File: config.mk
export PLATFORM = sky130hd
export DESIGN_NAME = axi4l_mst_core
export DESIGN_NICKNAME = d
export VERILOG_FILES = /design/src/rtl/axi4l_mst_pkg.sv /design/src/rtl/axi4l_mst_core.sv
export SDC_FILE = /design/constraint.sdc
export NUM_CORES = 1
export LEC_CHECK = 0
export CORE_MARGIN = 1.5
export CORE_UTILIZATION = 40
export CTS_BUF_LIST = sky130_fd_sc_hd__clkbuf_16
export CTS_CLUSTER_DIAMETER = 80
export DETAILED_ROUTE_END_ITERATION = 16
export PLACE_DENSITY_LB_ADDON = 0.08
export SLEW_MARGIN = 10
export SYNTH_ARGS = -nofsm -noshare
export SYNTH_HDL_FRONTEND = slang
export SYNTH_SLANG_ARGS = --single-unit
export TNS_END_PERCENT = 30
File: constraint.sdc
create_clock -name clk -period 4.9 [get_ports clk]
set_input_delay 0.98 -clock clk [delete_from_list [all_inputs] [get_ports clk]]
set_output_delay 0.98 -clock clk [all_outputs]
set_load 0.005 [all_outputs]
File: src/rtl/axi4l_mst_pkg.sv
// Shared types and constants for the AXI4-Lite single-beat master core.
package axi4l_mst_pkg;

    // Transaction sequencer states
    typedef enum logic [2:0] {
        IDLE  = 3'd0,
        WADDR = 3'd1,
        WRESP = 3'd2,
        RADDR = 3'd3,
        RDATA = 3'd4
    } state_e;

    // AXI response codes
    localparam logic [1:0] OKAY   = 2'b00;
    localparam logic [1:0] EXOKAY = 2'b01;
    localparam logic [1:0] SLVERR = 2'b10;
    localparam logic [1:0] DECERR = 2'b11;

    // Fixed sideband values driven on every request
    localparam logic [2:0] PROT_DEFAULT = 3'b000;
    localparam logic [3:0] STRB_ALL     = 4'hF;

    // Anything other than OKAY counts as a failed transaction
    function automatic logic resp_is_err(input logic [1:0] r);
        return (r != OKAY);
    endfunction

endpackage

File: src/rtl/axi4l_mst_core.sv
// AXI4-Lite master core: turns a one-cycle command pulse into a single
// AXI4-Lite write (AW+W then B) or read (AR then R) transaction.
// All AXI valids/readies are registered, so none depends on its own ready.
// Optional feature: define AXI4L_MST_ERR_EN to get a sticky error flag that
// sets on a non-OKAY completion and clears on the next accepted command;
// without it err is tied low.
module axi4l_mst_core
    import axi4l_mst_pkg::*;
#(
    parameter int ADDR_W = 32,
    parameter int DATA_W = 32
) (
    input  logic              clk,
    input  logic              rst,
    // command side
    input  logic              txn,
    input  logic              rw,
    input  logic [ADDR_W-1:0] addr,
    input  logic [DATA_W-1:0] wdata,
    output logic [DATA_W-1:0] rdata,
    output logic              rvalid,
    output logic              busy,
    output logic              done,
    output logic [1:0]        resp,
    output logic              err,
    // AW channel
    output logic [ADDR_W-1:0] m_axi_awaddr,
    output logic [2:0]        m_axi_awprot,
    output logic              m_axi_awvalid,
    input  logic              m_axi_awready,
    // W channel
    output logic [DATA_W-1:0] m_axi_wdata,
    output logic [3:0]        m_axi_wstrb,
    output logic              m_axi_wvalid,
    input  logic              m_axi_wready,
    // B channel
    input  logic [1:0]        m_axi_bresp,
    input  logic              m_axi_bvalid,
    output logic              m_axi_bready,
    // AR channel
    output logic [ADDR_W-1:0] m_axi_araddr,
    output logic [2:0]        m_axi_arprot,
    output logic              m_axi_arvalid,
    input  logic              m_axi_arready,
    // R channel
    input  logic [DATA_W-1:0] m_axi_rdata,
    input  logic [1:0]        m_axi_rresp,
    input  logic              m_axi_rvalid,
    output logic              m_axi_rready
);

    state_e            state_q;
    logic              rw_q;
    logic [ADDR_W-1:0] addr_q;
    logic [DATA_W-1:0] wdata_q;
    logic              awvalid_q, wvalid_q, bready_q, arvalid_q, rready_q;
    logic              aw_done_q, w_done_q;
    logic [DATA_W-1:0] rdata_q;
    logic              rvalid_q, done_q;
    logic [1:0]        resp_q;

    logic              accept;
    logic              aw_done_d, w_done_d;
    logic              cpl;
    logic [1:0]        cpl_resp;

    // Command acceptance, per-channel handshake progress and completion detect
    always_comb begin
        accept    = (state_q == IDLE) && txn;
        aw_done_d = aw_done_q || (awvalid_q && m_axi_awready);
        w_done_d  = w_done_q  || (wvalid_q  && m_axi_wready);
        cpl       = ((state_q == WRESP) && m_axi_bvalid) ||
                    ((state_q == RDATA) && m_axi_rvalid);
        cpl_resp  = rw_q ? m_axi_rresp : m_axi_bresp;
    end

    // Transaction sequencer with registered AXI handshake and status outputs
    always_ff @(posedge clk) begin
        if (rst) begin
            state_q   <= IDLE;
            rw_q      <= 1'b0;
            addr_q    <= '0;
            wdata_q   <= '0;
            awvalid_q <= 1'b0;
            wvalid_q  <= 1'b0;
            bready_q  <= 1'b0;
            arvalid_q <= 1'b0;
            rready_q  <= 1'b0;
            aw_done_q <= 1'b0;
            w_done_q  <= 1'b0;
            rdata_q   <= '0;
            rvalid_q  <= 1'b0;
            done_q    <= 1'b0;
            resp_q    <= OKAY;
        end else begin
            done_q   <= 1'b0;
            rvalid_q <= 1'b0;
            if (cpl) begin
                resp_q <= cpl_resp;
            end
            case (state_q)
                IDLE: begin
                    if (accept) begin
                        rw_q      <= rw;
                        addr_q    <= addr;
                        wdata_q   <= wdata;
                        aw_done_q <= 1'b0;
                        w_done_q  <= 1'b0;
                        if (rw) begin
                            arvalid_q <= 1'b1;
                            state_q   <= RADDR;
                        end else begin
                            awvalid_q <= 1'b1;
                            wvalid_q  <= 1'b1;
                            state_q   <= WADDR;
                        end
                    end
                end
                WADDR: begin
                    // AW and W retire independently; leave once both have
                    if (awvalid_q && m_axi_awready) begin
                        awvalid_q <= 1'b0;
                        aw_done_q <= 1'b1;
                    end
                    if (wvalid_q && m_axi_wready) begin
                        wvalid_q <= 1'b0;
                        w_done_q <= 1'b1;
                    end
                    if (aw_done_d && w_done_d) begin
                        bready_q <= 1'b1;
                        state_q  <= WRESP;
                    end
                end
                WRESP: begin
                    if (m_axi_bvalid) begin
                        bready_q <= 1'b0;
                        done_q   <= 1'b1;
                        state_q  <= IDLE;
                    end
                end
                RADDR: begin
                    if (m_axi_arready) begin
                        arvalid_q <= 1'b0;
                        rready_q  <= 1'b1;
                        state_q   <= RDATA;
                    end
                end
                RDATA: begin
                    if (m_axi_rvalid) begin
                        rready_q <= 1'b0;
                        rdata_q  <= m_axi_rdata;
                        rvalid_q <= 1'b1;
                        done_q   <= 1'b1;
                        state_q  <= IDLE;
                    end
                end
                default: state_q <= IDLE;
            endcase
        end
    end

`ifdef AXI4L_MST_ERR_EN
    logic err_q;

    // Sticky error: cleared by a newly accepted command, set by a failed completion
    always_ff @(posedge clk) begin
        if (rst) begin
            err_q <= 1'b0;
        end else if (accept) begin
            err_q <= 1'b0;
        end else if (cpl && resp_is_err(cpl_resp)) begin
            err_q <= 1'b1;
        end
    end

    assign err = err_q;
`else
    assign err = 1'b0;
`endif

    assign busy          = (state_q != IDLE);
    assign done          = done_q;
    assign rvalid        = rvalid_q;
    assign rdata         = rdata_q;
    assign resp          = resp_q;

    assign m_axi_awaddr  = addr_q;
    assign m_axi_awprot  = PROT_DEFAULT;
    assign m_axi_awvalid = awvalid_q;
    assign m_axi_wdata   = wdata_q;
    assign m_axi_wstrb   = STRB_ALL;
    assign m_axi_wvalid  = wvalid_q;
    assign m_axi_bready  = bready_q;
    assign m_axi_araddr  = addr_q;
    assign m_axi_arprot  = PROT_DEFAULT;
    assign m_axi_arvalid = arvalid_q;
    assign m_axi_rready  = rready_q;

endmodule

==> results.toml, run 1 <==
[sta]
hold_viol = 0
fin_crit_ns = 3.041
fmax_mhz = 328.8
tightest_slew_ns = 1.178
setup_viol = 0
final_max_slew_viol_count = 0
relSlewSlack_pct = 21.48
finClkSkew_ns = 0.005318
rsz0062_at_grt = "false"
period_share_pct = 62.06
finalSetupTns_ns = 0
setup_slack_ns = 1.859

[clocking]
cts_hold_buf = 0
cts_tree = "done"
cts_resized = 0
htree_levels = 3
cts_setup_buffers = 0
cts_buffers = 9
cts-root-buf = "clkbuf_16"
insertion_delay_ns = 0.34
cts_sinks = 111
clkTransAtPathRegs_ns = 0.07
clockBufferDepth = 2

[drt]
via_per_inst = 4.800
num_vias = 4176
drt_iter0_markers = 172
ant_nets = 0
wl_per_cell_um = 14.55
wirelength_um = 12660
firstDrtPassIters = 5
drc = 0

[critical_path]
arrival_ns = 3.28
cp-start-kind = "primary input"
path_max_fanout = 45
crit_path_end_kind = "flop"
required_ns = 5.14
crit_type = "in2reg"

[die]
die-area_um2 = 11270
die_height_um = 106.2
io_pins = 258
die_w_um = 106.2
start_util_pct = 41.24
core.rowCount = 37
core-area_um2 = 10320

[min_path]
holdCritPathClass = "reg2reg"

[layout]
fin_nets = 838
area_growth_pct = 58.80
finalNonFillerCells = 870
drive_above_1_share_pct = 2.861
antenna_cells = 0

[yosys]
synth_top_area_share_pct = 52.19
netlist_instances = 539
ys_seq_area_share_pct = 52.19
synth_top_cell_by_area = "dfxtp_1"
ys_ff_latch = 111
synth_area_leaders = "dfxtp_1 (52%), nand2_1 (17%), a21oi_1 (12%)"
yosysWarnings = 0
synth_area_um2 = 4258
ys_types = 28
syn_avg_cell_area_um2 = 7.900

[placed_design]
dp_slack_ns = 1.492
dpl.cell_count = 854
gp_congestion = 0.7950
port_buffers = 246
hpwl_um = 8904

[power]
max-vdd-ir-drop_v = 0.0001568
power.static_leakage_nw = 2.407
power_mw = 2.161
powerDensity_nw_per_um2 = 319.7

[global_routing]
grt_antenna_before_repair = 0
grt_pass1_wl_um = 19750
grt_overflow = 0
grt_pass1_vias = 4019
grt_usage_pct = 22.16
grt_max_degree = 113

[flow_run]
maxCapViolations = 0

[run_status]
outcome = "complete, no violations"
[worst paths after layout]
kind	endpoint	slack, ns	start	depth (start not counted)
worst min-delay path	rdata[17]	0.45	rdata[17]	2
worst max-delay path	m_axi_awvalid	1.86	txn	6
worst min register to register	rdata[17]	0.45	rdata[17]	2
worst max register to register	m_axi_wdata[23]	2.47	state_q[2]	5
[critical path, cell delays in order]
cell and delay [ns]:
clkdlybuf4s50_1 0.49, or4b_2 1.03, buf_4 0.39, nor2_2 0.10, nor2_1 0.04, a311oi_1 0.24
[per-stage QoR]
step                      utilization (%)  instance area (um^2)  hold slack, ns
final                               65.50                  6761          0.4527
after global routing                65.50                  6761          0.4759
after CTS                           65.50                  6761          0.4550
after detailed placement            62.62                  6465          0.4455
after global placement              62.62                  6465          0.4413
after floorplan                         -                  4292          0.4527
[layout by cell type (no fill, tap or decap), types with 2 or more instances in the layout]
cell type | Yosys | layout
clkdlybuf4s50_1 | 0 | 245
nand2_1 | 196 | 196
dfxtp_1 | 111 | 111
a21oi_1 | 104 | 104
nor2_1 | 11 | 11
conb_1 | 2 | 11
clkbuf_16 | 0 | 9
nor3_1 | 5 | 5
mux2i_1 | 4 | 4
buf_4 | 45 | 4
inv_1 | 3 | 3
a31oi_1 | 3 | 3
nand3b_1 | 2 | 2
a211oi_1 | 2 | 2
nand2b_1 | 2 | 2
nor2b_1 | 2 | 2
a311oi_1 | 2 | 2
inv_6 | 0 | 2
clkinv_1 | 0 | 2
[per-layer routing]
metal / GRT usage [%] / wire length [um] / vias to the layer above
met5: 0 / 0 / -
met4: 10.81 / 454 / 0
met3: 6.315 / 962 / 31
met2: 38.66 / 6233 / 180
met1: 24.65 / 5009 / 1901
li1: - / - / 2064
[kinds of logic after synthesis]
family          after synthesis  synth area share, %
mux                           4               0.9404
simple gates                225                20.89
other cells                   2               0.1764
compound gates              115                14.16
buf+inv                      82                11.64
flops                       111                52.19
[area by class of cell]
| class | count | area, um^2 |
|---|---|---|
| clock buffers | 9 | 225.2 |
| clock inverters | 7 | 71.32 |
| fillers | 899 | 3562 |
| inverters | 3 | 11.26 |
| multi-input cells | 355 | 1579 |
| flip-flops and latches | 111 | 2222 |
| well taps | 136 | 170.2 |
| repair buffers | 249 | 2482 |
[power by group]
| group | internal, mW | switching [mW] |
|---|---|---|
| clock | 0.398 | 0.329 |
| sequential | 0.960 | 0.0437 |
| combinational | 0.253 | 0.179 |
| total | 1.61 | 0.551 |
[state kept, by name, summed over array words and instances, names as in the netlist]
register       flops
m_axi_rready       1
rw_q               1
m_axi_arvalid      1
m_axi_wdata       32
w_done_q           1
resp               2
aw_done_q          1
done               1
rdata             32
m_axi_araddr      32
m_axi_wvalid       1
m_axi_awvalid      1
m_axi_bready       1
state_q            3
rvalid             1
[synth_stat cells, drive strengths merged]
cell type,n
conb,2
and3,1
a32oi,1
nor3b,1
nor2b,2
nor3,5
buf,55
nor2,13
nand3,1
nand3b,2
o311ai,1
a21oi,104
o21ai,1
or4b,1
mux2i,4
clkbuf,24
a311oi,2
nand2b,2
a31oi,3
inv,3
or3,1
nand2,196
o221ai,1
dfxtp,111
a211oi,2
Note: power is estimated with default switching activity, not from simulation.
==> run 2, diff against run 1 <==
--- a/config.mk
+++ b/config.mk
@@ -6,7 +6,7 @@
 export NUM_CORES = 1
 export LEC_CHECK = 0
 export CORE_MARGIN = 1.5
-export CORE_UTILIZATION = 40
+export CORE_UTILIZATION = 37
 export CTS_BUF_LIST = sky130_fd_sc_hd__clkbuf_16
 export CTS_CLUSTER_DIAMETER = 80
 export DETAILED_ROUTE_END_ITERATION = 16
==> constraint.sdc (replaced) <==
create_clock -name clk -period 2.9 [get_ports clk]
set_input_delay 0.58 -clock clk [delete_from_list [all_inputs] [get_ports clk]]
set_output_delay 0.58 -clock clk [all_outputs]
set_load 0.005 [all_outputs]
==> run 2 against run 1 <==
Compared with the run above: sequential power grew 70%; critical path type is now reg2out; critical endpoint is now busy; sequential share of layout area shrank 0.18 points; total power grew 68%; combinational power grew 68%; utilization shrank 3.9 points; clock skew grew 0.0018 ns; via count shrank 1.1%.
==> results.toml, run 2 (same netlist as run 1, synthesis figures left out) <==
[run_status]
outcome = "complete, no violations"

[power]
power_mw = 3.621
powerDensity_nw_per_um2 = 532.6
max-vdd-ir-drop_v = 0.0003746
power.static_leakage_nw = 2.428

[placed_design]
dpl.cell_count = 862
hpwl_um = 9045
port_buffers = 246
gp_congestion = 0.7654
dp_slack_ns = 0.4944
place_area_um2 = 6513

[clocking]
insertion_delay_ns = 0.33
clockBufferDepth = 2
htree_levels = 3
cts_setup_buffers = 0
cts_resized = 0
cts_sinks = 111
cts_hold_buf = 0
clkTransAtPathRegs_ns = 0.07
cts_tree = "done"
cts_buffers = 9
cts-root-buf = "clkbuf_16"

[layout]
postLayoutCellArea_um2 = 6798
multi_input_area_um2 = 1579
seqCellArea_um2 = 2222
layout_common_cells = "clkdlybuf4s50_1 (245), nand2_1 (196), dfxtp_1 (111)"
drive_above_1_share_pct = 3.397
fin_util_pct = 61.63
fillers = 1015
antenna_cells = 0
finalNonFillerCells = 876
fin_nets = 842
layout_commonest_cell = "clkdlybuf4s50_1"
area_growth_pct = 59.65

[global_routing]
grt_antenna_before_repair = 0
grt_pass1_wl_um = 18240
grt_pass1_vias = 3820
grt_usage_pct = 19.18
grt_overflow = 0
grt_max_degree = 61

[sta]
setup_viol = 0
fin_crit_ns = 2.264
rsz0062_at_grt = "false"
finClkSkew_ns = 0.007157
final_max_slew_viol_count = 0
period_share_pct = 78.08
timing.hold.ws_ns = 0.4521
relSlewSlack_pct = 58.49
finalSetupTns_ns = 0
tightest_slew_ns = 0.6226
hold_viol = 0
setup_slack_ns = 0.6356
fmax_mhz = 441.6

[drt]
wl_per_cell_um = 14.03
drt_iter0_markers = 186
wirelength_um = 12290
num_vias = 4131
via_per_inst = 4.716
ant_nets = 0
drc = 0
firstDrtPassIters = 4

[critical_path]
path_max_fanout = 12
crit_type = "reg2out"
arrival_ns = 1.68
crit_slowest_cell = "clkdlybuf4s50_1"
cp-start-kind = "flop"
required_ns = 2.32
cp_cell_sequence = "or3_1, clkdlybuf4s50_1"
crit_path_end_kind = "primary output"
slowest_delay_ns = 0.48

[die]
die_w_um = 110.3
io_pins = 258
core.rowCount = 38
core-area_um2 = 11030
die_height_um = 110.3
die-area_um2 = 12160
start_util_pct = 38.60

[flow_run]
maxCapViolations = 0

[min_path]
holdCritPathClass = "reg2reg"
run 2: cell count changes in the layout (fill, tap and decap cells not counted), sizes merged:
cell and delta:
clkinv -1, inv -1, buf +4
run 2: final timing paths:
path,startpoint,to,slack [ns],depth (start not counted)
min reg2reg,rdata[19],rdata[19],0.45,2
min,rdata[19],rdata[19],0.45,2
max reg2reg,state_q[2],m_axi_awvalid,1.08,5
max,state_q[2],busy,0.64,2
run 2: cell type report:
type	count	area share [%]
Timing Repair Buffer	253	37.14
Sequential cell	111	32.69
Tap cell	140	2.577
Multi-Input combinational cell	355	23.23
Inverter	3	0.1657
Clock inverter	5	0.8835
Clock buffer	9	3.313
run 2: per-layer routing:
layer | track usage (%) | vias to the layer above | part of all wire (%)
met5 | 0 | - | 0
li1 | - | 2075 | -
met4 | 7.692 | 0 | 2.4
met1 | 22.09 | 1858 | 39
met3 | 5.115 | 19 | 9.1
met2 | 33.64 | 179 | 50
run 2: report_power, final:
part	internal (mW)	switching [mW]
sequential	1.62	0.0740
clock	0.664	0.534
combinational	0.434	0.294
run 2: critical path: cells and delay by family (launching register included):
| family | cells | cell delay [ns] |
|---|---|---|
| simple gates | 1 | 0.47 |
| buf+inv | 1 | 0.48 |
| flops | 1 | 0.41 |
==> run 3, diff against run 2 <==
--- a/config.mk
+++ b/config.mk
@@ -6,7 +6,7 @@
 export NUM_CORES = 1
 export LEC_CHECK = 0
 export CORE_MARGIN = 1.5
-export CORE_UTILIZATION = 37
+export CORE_UTILIZATION = 34
 export CTS_BUF_LIST = sky130_fd_sc_hd__clkbuf_16
 export CTS_CLUSTER_DIAMETER = 80
 export DETAILED_ROUTE_END_ITERATION = 16
==> constraint.sdc (replaced) <==
create_clock -name clk -period 2.03 [get_ports clk]
set_input_delay 0.406 -clock clk [delete_from_list [all_inputs] [get_ports clk]]
set_output_delay 0.406 -clock clk [all_outputs]
set_load 0.005 [all_outputs]
==> run 3 against run 2 <==
Compared with the run above: register-to-register slack lost 0.71 ns; setup slack lost 0.58 ns; sequential share of layout area shrank 0.53 points; final area grew 1.7%; highest routed layer unchanged.
==> results.toml, run 3 (same netlist as run 1, synthesis figures left out) <==
[clocking]
cts-root-buf = "clkbuf_16"
cts_setup_buffers = 0
htree_levels = 3
clockBufferDepth = 2
cts_tree = "done"
clkTransAtPathRegs_ns = 0.07
insertion_delay_ns = 0.35
cts_buffers = 9
cts_sinks = 111
cts_hold_buf = 0
cts_resized = 2

[drt]
drt_iter0_markers = 172
ant_nets = 0
drc = 0
routed.top_layer = "met4"
routed-wl-met3_um = 1039
wl_per_cell_um = 13.57
wirelength_um = 12350
routed-wl-met2_um = 6034
num_vias = 4125
drt-met1-wl_um = 5046
firstDrtPassIters = 4
via_per_inst = 4.533

[power]
switchingPower_mw = 1.298
intPower_mw = 3.913
switching_share_pct = 24.91
p_comb_share_pct = 21.0
powerDensity_nw_per_um2 = 753.6
pwr-share-clk_pct = 32.6
power.static_leakage_nw = 2.469
max-vdd-ir-drop_v = 0.0003717
p_seq_share_pct = 46.3

[layout]
fillers = 1114
antenna_cells = 0
seqCellArea_um2 = 2223
drive_above_1_share_pct = 3.908
fin_util_pct = 57.09
finalNonFillerCells = 910
area_growth_pct = 62.39
multi_input_area_um2 = 1584
layout_commonest_cell = "clkdlybuf4s50_1"
fin_nets = 846
layout_common_cells = "clkdlybuf4s50_1 (245), nand2_1 (196), dfxtp_1 (110)"

[die]
core.rowCount = 40
die_w_um = 114.9
die_height_um = 114.9
start_util_pct = 35.15
io_pins = 258
core-area_um2 = 12110
die-area_um2 = 13200

[global_routing]
grt_usage_pct = 18.18
grt_max_degree = 47
grt_pass1_wl_um = 18940
grt_overflow = 0
grt_antenna_before_repair = 0
grt_pass1_vias = 3820

[placed_design]
port_buffers = 246
hpwl_um = 8893
dpl.cell_count = 894
gp_congestion = 0.7296

[run_status]
outcome = "complete, no violations"

[sta]
rsz0062_at_grt = "false"
period_share_pct = 97.38
hold_viol = 0
fin_crit_ns = 1.977
tightest_slew_ns = 0.6190
finClkSkew_ns = 0.004613
fmax_mhz = 505.8
setup_viol = 0
final_max_slew_viol_count = 0
relSlewSlack_pct = 58.65

[critical_path]
path_buf_inv = 1
crit_type = "reg2out"
path_max_fanout = 9
cp-start-kind = "flop"
cp_cell_sequence = "or3_4, clkdlybuf4s50_1"
slowest_delay_ns = 0.48
required_ns = 1.62
crit_path_end_kind = "primary output"
cp_top_family = "buffers and inverters"
crit_slowest_cell = "clkdlybuf4s50_1"
arrival_ns = 1.57

[min_path]
holdCritPathClass = "reg2reg"

[flow_run]
maxCapViolations = 0
run 3: power by group through the flow:
stage / clock (mW) / sequential, mW / combinational [mW]
6_report: 1.70 / 2.41 / 1.10
5_1_grt: 1.83 / 2.43 / 1.19
4_1_cts: 1.76 / 2.42 / 1.11
3_5_place_dp: 0 / 2.46 / 1.10
3_3_place_gp: 0 / 2.46 / 1.09
2_1_floorplan: 0 / 2.46 / 0.474
run 3: worst reg2reg max path, stage by stage, from the launching register on:
cell and delay, ns:
dfxtp_2 0.36, or4b_2 0.76, buf_4 0.26, nand2_1 0.09
a21oi_1 0.06
run 3: worst paths after layout:
| check | from | endpoint | slack (ns) | cells after the start |
|---|---|---|---|---|
| worst min register to register | rdata[4] | rdata[4] | 0.45 | 2 |
| worst max-delay path | state_q[0] | busy | 0.05 | 2 |
| worst min-delay path | rdata[4] | rdata[4] | 0.45 | 2 |
| worst max register to register | state_q[0] | m_axi_araddr[24] | 0.37 | 4 |
run 3: area by class of cell:
class / count / area share, %
timing repair buffer: 257 / 37.68
sequential: 111 / 32.16
multi-input combinational: 355 / 22.91
clock buffer: 9 / 3.257
tap: 168 / 3.040
clock inverter: 7 / 0.7962
inverter: 3 / 0.1629
run 3: routing by layer:
metal / global-route usage [%] / vias up
met2: 31.43 / 165
met5: 0 / -
li1: - / 2078
met4: 7.737 / 0
met1: 20.84 / 1868
met3: 5.588 / 14
run 3: stage by stage:
stage / area (um^2) / worst slack, ns / hold WS, ns / power (mW) / setup TNS, ns
finish: 6914 / 0.05311 / 0.4538 / 5.210 / 0
global route: 6914 / 0.01081 / 0.4731 / 5.461 / 0
CTS: 6914 / 0.02384 / 0.4567 / 5.284 / 0
detailed placement: 6628 / -0.1364 / 0.4474 / 3.564 / -6.308
global placement: 6628 / -0.1005 / 0.4414 / 3.547 / -4.241
floorplan: 4292 / 0.4772 / 0.4527 / 2.935 / 0
